[config.mk]
export PLATFORM = sky130hd
export DESIGN_NAME = serial_packet_engine
export DESIGN_NICKNAME = d
export VERILOG_FILES = /design/src/rtl/serial_packet_engine.sv
export SDC_FILE = /design/constraint.sdc
export NUM_CORES = 1
export LEC_CHECK = 0
export ABC_AREA = 1
export CAP_MARGIN = 20
export CORE_MARGIN = 1.5
export CORE_UTILIZATION = 50
export DETAILED_ROUTE_END_ITERATION = 8
export PLACE_DENSITY = 0.8
export SYNTH_ARGS = -nofsm -noshare
export SYNTH_HDL_FRONTEND = slang
export SYNTH_SLANG_ARGS = --single-unit
export TNS_END_PERCENT = 5
[constraint.sdc]
create_clock -name i_Clk -period 1.8 [get_ports i_Clk]
set_input_delay 0.54 -clock i_Clk [delete_from_list [all_inputs] [get_ports i_Clk]]
set_output_delay 0.54 -clock i_Clk [all_outputs]
set_load 0.1 [all_outputs]
[src/rtl/serial_packet_engine.sv]
// serial_packet_engine
//
// Byte-to-packet layer between a UART byte receiver/transmitter pair and user
// logic.
//
// RX side: captures one byte per rising edge of i_rx_valid into a BYTES-wide
// shift word and counts the captured bytes. A packet is closed once the line
// has been idle for IDLE_BYTES byte times; closing pulses o_pkt_done and
// snapshots the word and the packet length.
//
// TX side: takes a multi-byte word and sends it byte by byte, MSB first, to
// the UART transmitter using its start/busy handshake.
//
// Optional build macro: SERIAL_PKT_ECHO_EN
//   When defined, a closed packet is echoed back on TX if the engine is idle.
//   An i_tx_start in the same cycle takes priority over the echo.
//
// Ports
//   i_Clk, i_Rst_n           clock, asynchronous active-low reset
//   i_rx_valid, i_rx_data    receiver byte strobe/level and byte
//   o_rx_word                shift buffer, newest byte in [7:0]
//   o_rx_count               total captured bytes (wraps)
//   o_pkt_len                bytes in the open packet (saturates at 255)
//   o_pkt_done               one-cycle pulse when a packet closes
//   o_pkt_word, o_last_len   word and length snapshot at close
//   i_tx_start, i_tx_word,   request to send i_tx_len bytes of i_tx_word
//   i_tx_len                 (0 or more than BYTES means BYTES)
//   o_tx_ready               TX engine idle, start requests honoured
//   o_tx_done                one-cycle pulse after the last byte completes
//   o_tx_byte                byte presented to the transmitter
//   o_tx_byte_start          one-cycle start pulse to the transmitter
//   i_tx_busy                transmitter busy

module serial_packet_engine #(
    parameter int                  CLOCK_FREQUENCY = 50000000,
    parameter int                  BAUD            = 115200,
    parameter int                  BYTES           = 4,
    parameter int                  IDLE_BYTES      = 2,
    parameter logic [8*BYTES-1:0]  RESET_WORD      = 'h41
) (
    input  logic                 i_Clk,
    input  logic                 i_Rst_n,
    input  logic                 i_rx_valid,
    input  logic [7:0]           i_rx_data,
    output logic [8*BYTES-1:0]   o_rx_word,
    output logic [7:0]           o_rx_count,
    output logic [7:0]           o_pkt_len,
    output logic                 o_pkt_done,
    output logic [8*BYTES-1:0]   o_pkt_word,
    output logic [7:0]           o_last_len,
    input  logic                 i_tx_start,
    input  logic [8*BYTES-1:0]   i_tx_word,
    input  logic [7:0]           i_tx_len,
    output logic                 o_tx_ready,
    output logic                 o_tx_done,
    output logic [7:0]           o_tx_byte,
    output logic                 o_tx_byte_start,
    input  logic                 i_tx_busy
);

    localparam int W         = 8 * BYTES;
    localparam int BYTE_TIME = 10 * CLOCK_FREQUENCY / BAUD;
    localparam int T_IDLE    = IDLE_BYTES * BYTE_TIME;
    localparam int TW        = (T_IDLE > 1) ? $clog2(T_IDLE + 1) : 1;
    localparam int IW        = (BYTES > 1) ? $clog2(BYTES) : 1;

    // ---------------------------------------------------------------- RX side
    logic           rx_valid_prev_reg;
    logic [W-1:0]   rx_word_reg;
    logic [7:0]     rx_count_reg;
    logic [7:0]     pkt_len_reg;
    logic           pkt_done_reg;
    logic [W-1:0]   pkt_word_reg;
    logic [7:0]     last_len_reg;
    logic [TW-1:0]  idle_timer_reg;

    logic           capture;
    logic           timeout;
    logic [W-1:0]   rx_word_shifted;

    assign capture = i_rx_valid & ~rx_valid_prev_reg;
    // The timer is one short of T here; the close lands on the T-th edge.
    assign timeout = (pkt_len_reg != 8'd0) && (idle_timer_reg == TW'(T_IDLE - 1));

    generate
        if (BYTES == 1) begin : g_single_byte
            assign rx_word_shifted = i_rx_data;
        end else begin : g_multi_byte
            assign rx_word_shifted = {rx_word_reg[W-9:0], i_rx_data};
        end
    endgenerate

    always_ff @(posedge i_Clk or negedge i_Rst_n) begin
        if (!i_Rst_n) begin
            rx_valid_prev_reg <= 1'b0;
            rx_word_reg       <= RESET_WORD;
            rx_count_reg      <= 8'd0;
            pkt_len_reg       <= 8'd0;
            pkt_done_reg      <= 1'b0;
            pkt_word_reg      <= '0;
            last_len_reg      <= 8'd0;
            idle_timer_reg    <= '0;
        end else begin
            rx_valid_prev_reg <= i_rx_valid;
            pkt_done_reg      <= 1'b0;
            // A capture in the timeout cycle keeps the packet open.
            if (capture) begin
                rx_word_reg    <= rx_word_shifted;
                rx_count_reg   <= rx_count_reg + 8'd1;
                if (pkt_len_reg != 8'hFF) begin
                    pkt_len_reg <= pkt_len_reg + 8'd1;
                end
                idle_timer_reg <= '0;
            end else if (timeout) begin
                pkt_done_reg   <= 1'b1;
                pkt_word_reg   <= rx_word_reg;
                last_len_reg   <= pkt_len_reg;
                pkt_len_reg    <= 8'd0;
                idle_timer_reg <= '0;
            end else if (pkt_len_reg != 8'd0) begin
                idle_timer_reg <= idle_timer_reg + TW'(1);
            end
        end
    end

    assign o_rx_word  = rx_word_reg;
    assign o_rx_count = rx_count_reg;
    assign o_pkt_len  = pkt_len_reg;
    assign o_pkt_done = pkt_done_reg;
    assign o_pkt_word = pkt_word_reg;
    assign o_last_len = last_len_reg;

    // ---------------------------------------------------------------- TX side
    typedef enum logic [1:0] {
        TX_IDLE    = 2'd0,
        TX_SEND    = 2'd1,
        TX_WAIT_HI = 2'd2,
        TX_WAIT_LO = 2'd3
    } tx_state_t;

    tx_state_t      tx_state_reg, tx_state_next;
    logic [W-1:0]   tx_word_reg, tx_word_next;
    logic [IW-1:0]  tx_idx_reg, tx_idx_next;
    logic [7:0]     tx_byte_reg, tx_byte_next;
    logic           tx_byte_start_reg, tx_byte_start_next;
    logic           tx_done_reg, tx_done_next;

    logic           start_req;
    logic [W-1:0]   start_word;
    logic [7:0]     start_len;
    logic [7:0]     len_clamped;
    logic [IW-1:0]  idx_load;
    logic [7:0]     tx_bytes [BYTES];

`ifdef SERIAL_PKT_ECHO_EN
    // Echo a freshly closed packet; an explicit start in the same cycle wins.
    always_comb begin
        start_req  = i_tx_start | pkt_done_reg;
        start_word = i_tx_start ? i_tx_word : pkt_word_reg;
        start_len  = i_tx_start ? i_tx_len  : last_len_reg;
    end
`else
    assign start_req  = i_tx_start;
    assign start_word = i_tx_word;
    assign start_len  = i_tx_len;
`endif

    assign len_clamped = ((start_len == 8'd0) || (start_len > 8'(BYTES))) ? 8'(BYTES) : start_len;
    assign idx_load    = IW'(len_clamped - 8'd1);

    generate
        for (genvar gi = 0; gi < BYTES; gi++) begin : g_tx_bytes
            assign tx_bytes[gi] = tx_word_reg[8*gi +: 8];
        end
    endgenerate

    always_ff @(posedge i_Clk or negedge i_Rst_n) begin
        if (!i_Rst_n) begin
            tx_state_reg      <= TX_IDLE;
            tx_word_reg       <= '0;
            tx_idx_reg        <= '0;
            tx_byte_reg       <= 8'd0;
            tx_byte_start_reg <= 1'b0;
            tx_done_reg       <= 1'b0;
        end else begin
            tx_state_reg      <= tx_state_next;
            tx_word_reg       <= tx_word_next;
            tx_idx_reg        <= tx_idx_next;
            tx_byte_reg       <= tx_byte_next;
            tx_byte_start_reg <= tx_byte_start_next;
            tx_done_reg       <= tx_done_next;
        end
    end

    always_comb begin
        tx_state_next      = tx_state_reg;
        tx_word_next       = tx_word_reg;
        tx_idx_next        = tx_idx_reg;
        tx_byte_next       = tx_byte_reg;
        tx_byte_start_next = 1'b0;
        tx_done_next       = 1'b0;
        case (tx_state_reg)
            TX_IDLE: begin
                if (start_req) begin
                    tx_word_next  = start_word;
                    tx_idx_next   = idx_load;
                    tx_state_next = TX_SEND;
                end
            end
            TX_SEND: begin
                if (!i_tx_busy) begin
                    tx_byte_next       = tx_bytes[tx_idx_reg];
                    tx_byte_start_next = 1'b1;
                    tx_state_next      = TX_WAIT_HI;
                end
            end
            TX_WAIT_HI: begin
                if (i_tx_busy) begin
                    tx_state_next = TX_WAIT_LO;
                end
            end
            TX_WAIT_LO: begin
                if (!i_tx_busy) begin
                    if (tx_idx_reg == '0) begin
                        tx_state_next = TX_IDLE;
                        tx_done_next  = 1'b1;
                    end else begin
                        tx_idx_next   = tx_idx_reg - IW'(1);
                        tx_state_next = TX_SEND;
                    end
                end
            end
            default: tx_state_next = TX_IDLE;
        endcase
    end

    assign o_tx_ready      = (tx_state_reg == TX_IDLE);
    assign o_tx_done       = tx_done_reg;
    assign o_tx_byte       = tx_byte_reg;
    assign o_tx_byte_start = tx_byte_start_reg;

endmodule

### Word level (Yosys, flattened, before mapping)

Cells that the tools add are included.
W data, S select, Z words.

* add/subtract/negate cells: 5
* order comparisons: 2
* equality and inequality tests: 11
* mux-type cells: 27
* bitwise logic cells: 5
* reductions and logical operators: 15

Operators with widths (number)
* $mux W14: 3
* $mux W8: 5
* $add A8 B1 Y8 const B: 2
* $bmux W8 S2: 1
* $mux W2: 8
* $add A14 B1 Y14 const B: 1
* $eq A14 B14 Y1 const B: 1
* $ne A2 B2 Y1 const B: 5
* $gt A8 B3 Y1 const B: 1
* $logic_not A8 Y1: 1
* $mux W1: 8
* $ne A8 B8 Y1 const B: 1
* $pmux W2 S4: 1
* $reduce_and A2 Y1: 4
* $reduce_and A4 Y1: 2
* $reduce_bool A8 Y1: 1
* $eq A2 B2 Y1 const B: 2
* $logic_not A2 Y1: 2
* $pmux W2 S2: 1
* $reduce_bool A2 Y1: 2
* $sub A2 B1 Y2 const B: 2
* $ge A3 B3 Y1 const B: 1
* $not A1 Y1: 3
* $not A2 Y3: 1
* 6 further kinds: 6

* bits in registers: 150
* bits of input ports: 53
* output and inout port bits: 100
* logic and storage cells: 79

### Longest topological paths before layout

* depth in word-level cells: 6
* gate-level depth with buffers: 10
* depth with buffers taken out: 9

### Worst setup path after synthesis

OpenSTA, ideal clock, no wires.

* path kind: reg-to-reg
* start: register pkt_len_reg[0] (netlist: o_pkt_len[0])
* end: register pkt_len_reg[0] (netlist: o_pkt_len[0])
* library setup time: 0.093 ns
* arrival time: 2.206 ns
* required time: 1.707 ns
* slack: -0.499 ns
* stages on the path, launching flop included: 9
* buffers on the path: 1
* period minus slack after synthesis: 2.299 ns
* path through: dfrtp_1 > ha_1 > nand3_1 > nor2_1 > nand3_1 > o21ai_1 > buf_4 > nand3_1 > o21ai_0

* longest elaborated chain between the ends: 4
* elaborated cells on any way between the ends: 9
* those cells by class: add/sub: 1; eq/ne: 2; mux: 2; reduce/logical: 4

Ends and longest elaborated chain
* start, declared: RTL line 71 `logic [7:0] pkt_len_reg;`
* start signal, assigned: RTL line 111 `pkt_len_reg <= pkt_len_reg + 8'd1;`
* parallel branches: the longest is 4 deep, another holds $add A8 B1 Y8

Parallel ways; which one is timed is not known. The select of a mux whose other input is x is not followed.
A chain may end at the register's enable or synchronous reset.

### Worst setup path after layout

* start: register tx_state_reg[0]
* end: output o_tx_ready

* longest elaborated chain between the ends: 1

Ends and longest elaborated chain
* start, declared: RTL line 141 `tx_state_t tx_state_reg, tx_state_next;`
* start signal, assigned: RTL line 186 `tx_state_reg <= tx_state_next;`
* $logic_not A2 Y1: RTL line 237 `assign o_tx_ready = (tx_state_reg == TX_IDLE);`
* end, declared: RTL line 54 `output logic o_tx_ready,`

Every way passes these cells.

==> impl_metrics.json <==
{
  "grt_pass1_vias": 6192,
  "crit_path_end_kind": "output port",
  "seqCellArea_mm2": 0.003775,
  "first_iter_violations": 512,
  "worst-path-max-fanout": 5,
  "pwr-share-clk": 0.241,
  "p_int_w": 0.009034,
  "die_area_mm2": 0.01367,
  "hold-worst-slack_ps": 25.14,
  "irDropWorstVdd_v": 0.001219,
  "post_layout_nonfiller_instances": 1089,
  "io_pins": 153,
  "ant_nets": 0,
  "nFillCells": 682,
  "cts_tree": "yes",
  "wl_per_cell_um": 19.70,
  "synth_area_leader_cell": "dfrtp_1",
  "cts.sinks": 150,
  "status": "finished, violations left",
  "drc": 0,
  "synth_area_per_cell_um2": 9.048,
  "reg2reg_from": "o_pkt_len[5]",
  "finalCritPeriodShare": 1.029,
  "clk_path_buf_depth": 2,
  "ys_seq_area_frac": 0.5790,
  "slew_headroom": 0.7099,
  "finClkSkew_ps": 9.416,
  "grt.total_usage": 0.3035,
  "yosys-top-cells-area": "dfrtp_1, nand2_1, o21ai_0",
  "drv_slew": 0,
  "synthToLayoutAreaGrowth_pct": 59.42,
  "dp_cells": 1045,
  "cts-root-buf": "clkbuf_16",
  "drtPass1Iterations": 7,
  "start_util": 0.5141,
  "setup_viol_count_final": 3,
  "hold_class": "input pin to asynchronous set/reset pin",
  "rsz0062_at_grt": "true",
  "power_density_mw_per_mm2": 1509,
  "required_ps": 1260,
  "cp.arrival_ps": 1310,
  "synth_cell_types": 31,
  "place_congestion": 0.8340,
  "worstMarginPinSlew_ps": 435.1,
  "synth_top_area_frac": 0.5709,
  "swShare": 0.4211,
  "pwr-share-comb": 0.449,
  "leakagePower_nw": 4.861,
  "portBuffers": 152,
  "nets": 965,
  "p_switching_w": 0.006570,
  "violations": "negative setup slack",
  "dieWidth_um": 116.9,
  "hold_violations": 0,
  "core-area_mm2": 0.01262,
  "cts.clk_slew.worst_paths_ps": 60,
  "crit_start": "tx_state_reg[0]",
  "cts_max_level": 4,
  "fmax_mhz": 539.9,
  "dp_hpwl_um": 13270,
  "vias": 6050,
  "antenna_cells": 0,
  "critPathKind": "register to output port",
  "synth-seq-cells": 150,
  "layout_setup_ws_ps": -52.21,
  "drt_wl_total_um": 21450,
  "grt_max_degree": 42,
  "clk_latency_ps": 430,
  "cap_violations": 0,
  "grt_overflow": 0,
  "cts_made_buffers": 17,
  "netlist_instances": 717,
  "fp-row-count": 41,
  "multi_input_area_mm2": 0.002426,
  "antenna_found_initial": 0,
  "syn-num-nets": 778,
  "vias_per_cell": 5.556,
  "min_period_ps": 1852,
  "die_y_um": 116.9,
  "yosysWarnings": 0,
  "drive_gt1_frac": 0.2552,
  "start_kind": "register",
  "final.setup.tns_ps": -117.3,
  "synth.cell_area_mm2": 0.006487,
  "p_seq_frac": 0.311,
  "grt_pass1_wl_um": 31020
}
critical path, cell delays in order, from the launching register on:
cell and delay [ps]:
dfrtp_1 430, inv_2 110, ha_4 170, buf_12 170
what timing repair did:
item,in CTS,in global routing
gates resized for setup,7,26
pin swaps,1,6
endpoints found under the setup margin,29,56
hold buffers,0,0
cloned,0,6
setup buffers,0,6
worst paths after layout:
kind                                  endpoint  slack, ps  depth (start not counted)
worst min register to register  tx_word_reg[2]        510                          1
worst max-delay path                o_tx_ready        -50                          3
max in group asynchronous         o_rx_word[6]       1170                          2
worst max register to register    o_pkt_len[6]        -40                          9
min in group i_Clk              tx_word_reg[2]        510                          1
worst min-delay path            tx_word_reg[8]         30                          1
power by group through the flow:
| stage | Sequential (W) | Clock [W] | Combinational, W |
|---|---|---|---|
| floorplan | 0.00700 | 0 | 0.00190 |
| global placement | 0.00482 | 0 | 0.00651 |
| detailed placement | 0.00488 | 0 | 0.00671 |
| CTS | 0.00485 | 0.00377 | 0.00681 |
| global route | 0.00492 | 0.00392 | 0.00737 |
| finish | 0.00485 | 0.00375 | 0.00700 |
synth_stat cells (all sizes together):
cell type and count:
nand2 210, o21a 2, o21ai 65, xor2 13
nand3 33, inv 66, ha 8, or2 1
o211ai 7, o22ai 3, mux2 17, a21oi 28
xnor2 3, buf 15, nand4 9, dfrtp 148
dfstp 2, nor2 56, nor3 6, clkbuf 15
clkinv 1, a31oi 9
final cells by class:
cell class                 instances  share of cell area
clock buffer                      19             0.04283
clock inverter                    13             0.01730
inverter                          67             0.02504
multi-input combinational        470              0.2346
sequential                       150              0.3650
tap                              172             0.02081
timing repair buffer             198              0.2945
per-layer routing:
metal / vias to the layer above / track usage / wire, um
met3: 92 / 0.08136 / 1655
met5: - / 0 / 0
met2: 324 / 0.5396 / 11270
met4: 0 / 0.1406 / 1078
li1: 2683 / - / -
met1: 2951 / 0.3413 / 7454
layout by cell type, fill, tap and decap left out, drive strengths merged, types with 6 or more instances in the layout:
cell type / Yosys / layout
o211ai: 7 / 7
o21ai: 65 / 65
xor2: 13 / 13
inv: 66 / 67
nand3: 33 / 33
nand2: 210 / 210
dfrtp: 148 / 148
clkdlybuf4s50: 0 / 51
nand4: 9 / 9
a21oi: 28 / 28
nor2: 56 / 56
buf: 15 / 142
mux2: 17 / 17
a31oi: 9 / 9
ha: 8 / 8
nor3: 6 / 6
clkbuf: 15 / 24
cell families (layout without fill, tap and decap cells):
logic type	count (synthesis)	after routing	share of synthesized area
buffers and inverters	97	297	0.06364
adders and majority gates	8	8	0.01543
muxes	17	17	0.02951
AOI/OAI and AO/OA	114	114	0.09373
and+or+nand+nor	315	315	0.1971
DFF	150	150	0.5790
xor gates and xnor gates	16	16	0.02160
metrics by stage:
step	util	total power [W]	setup WS (ps)	area, um^2
after floorplan	-	0.008902	-31.86	6521
after global placement	0.7462	0.01133	-275.1	9417
after detailed placement	0.7462	0.01159	-305.5	9417
after CTS	0.7973	0.01542	-64.66	10060
after global routing	0.8196	0.01621	-96.16	10340
final	0.8196	0.01560	-52.21	10340
Note: power is estimated with default switching activity, not from simulation.
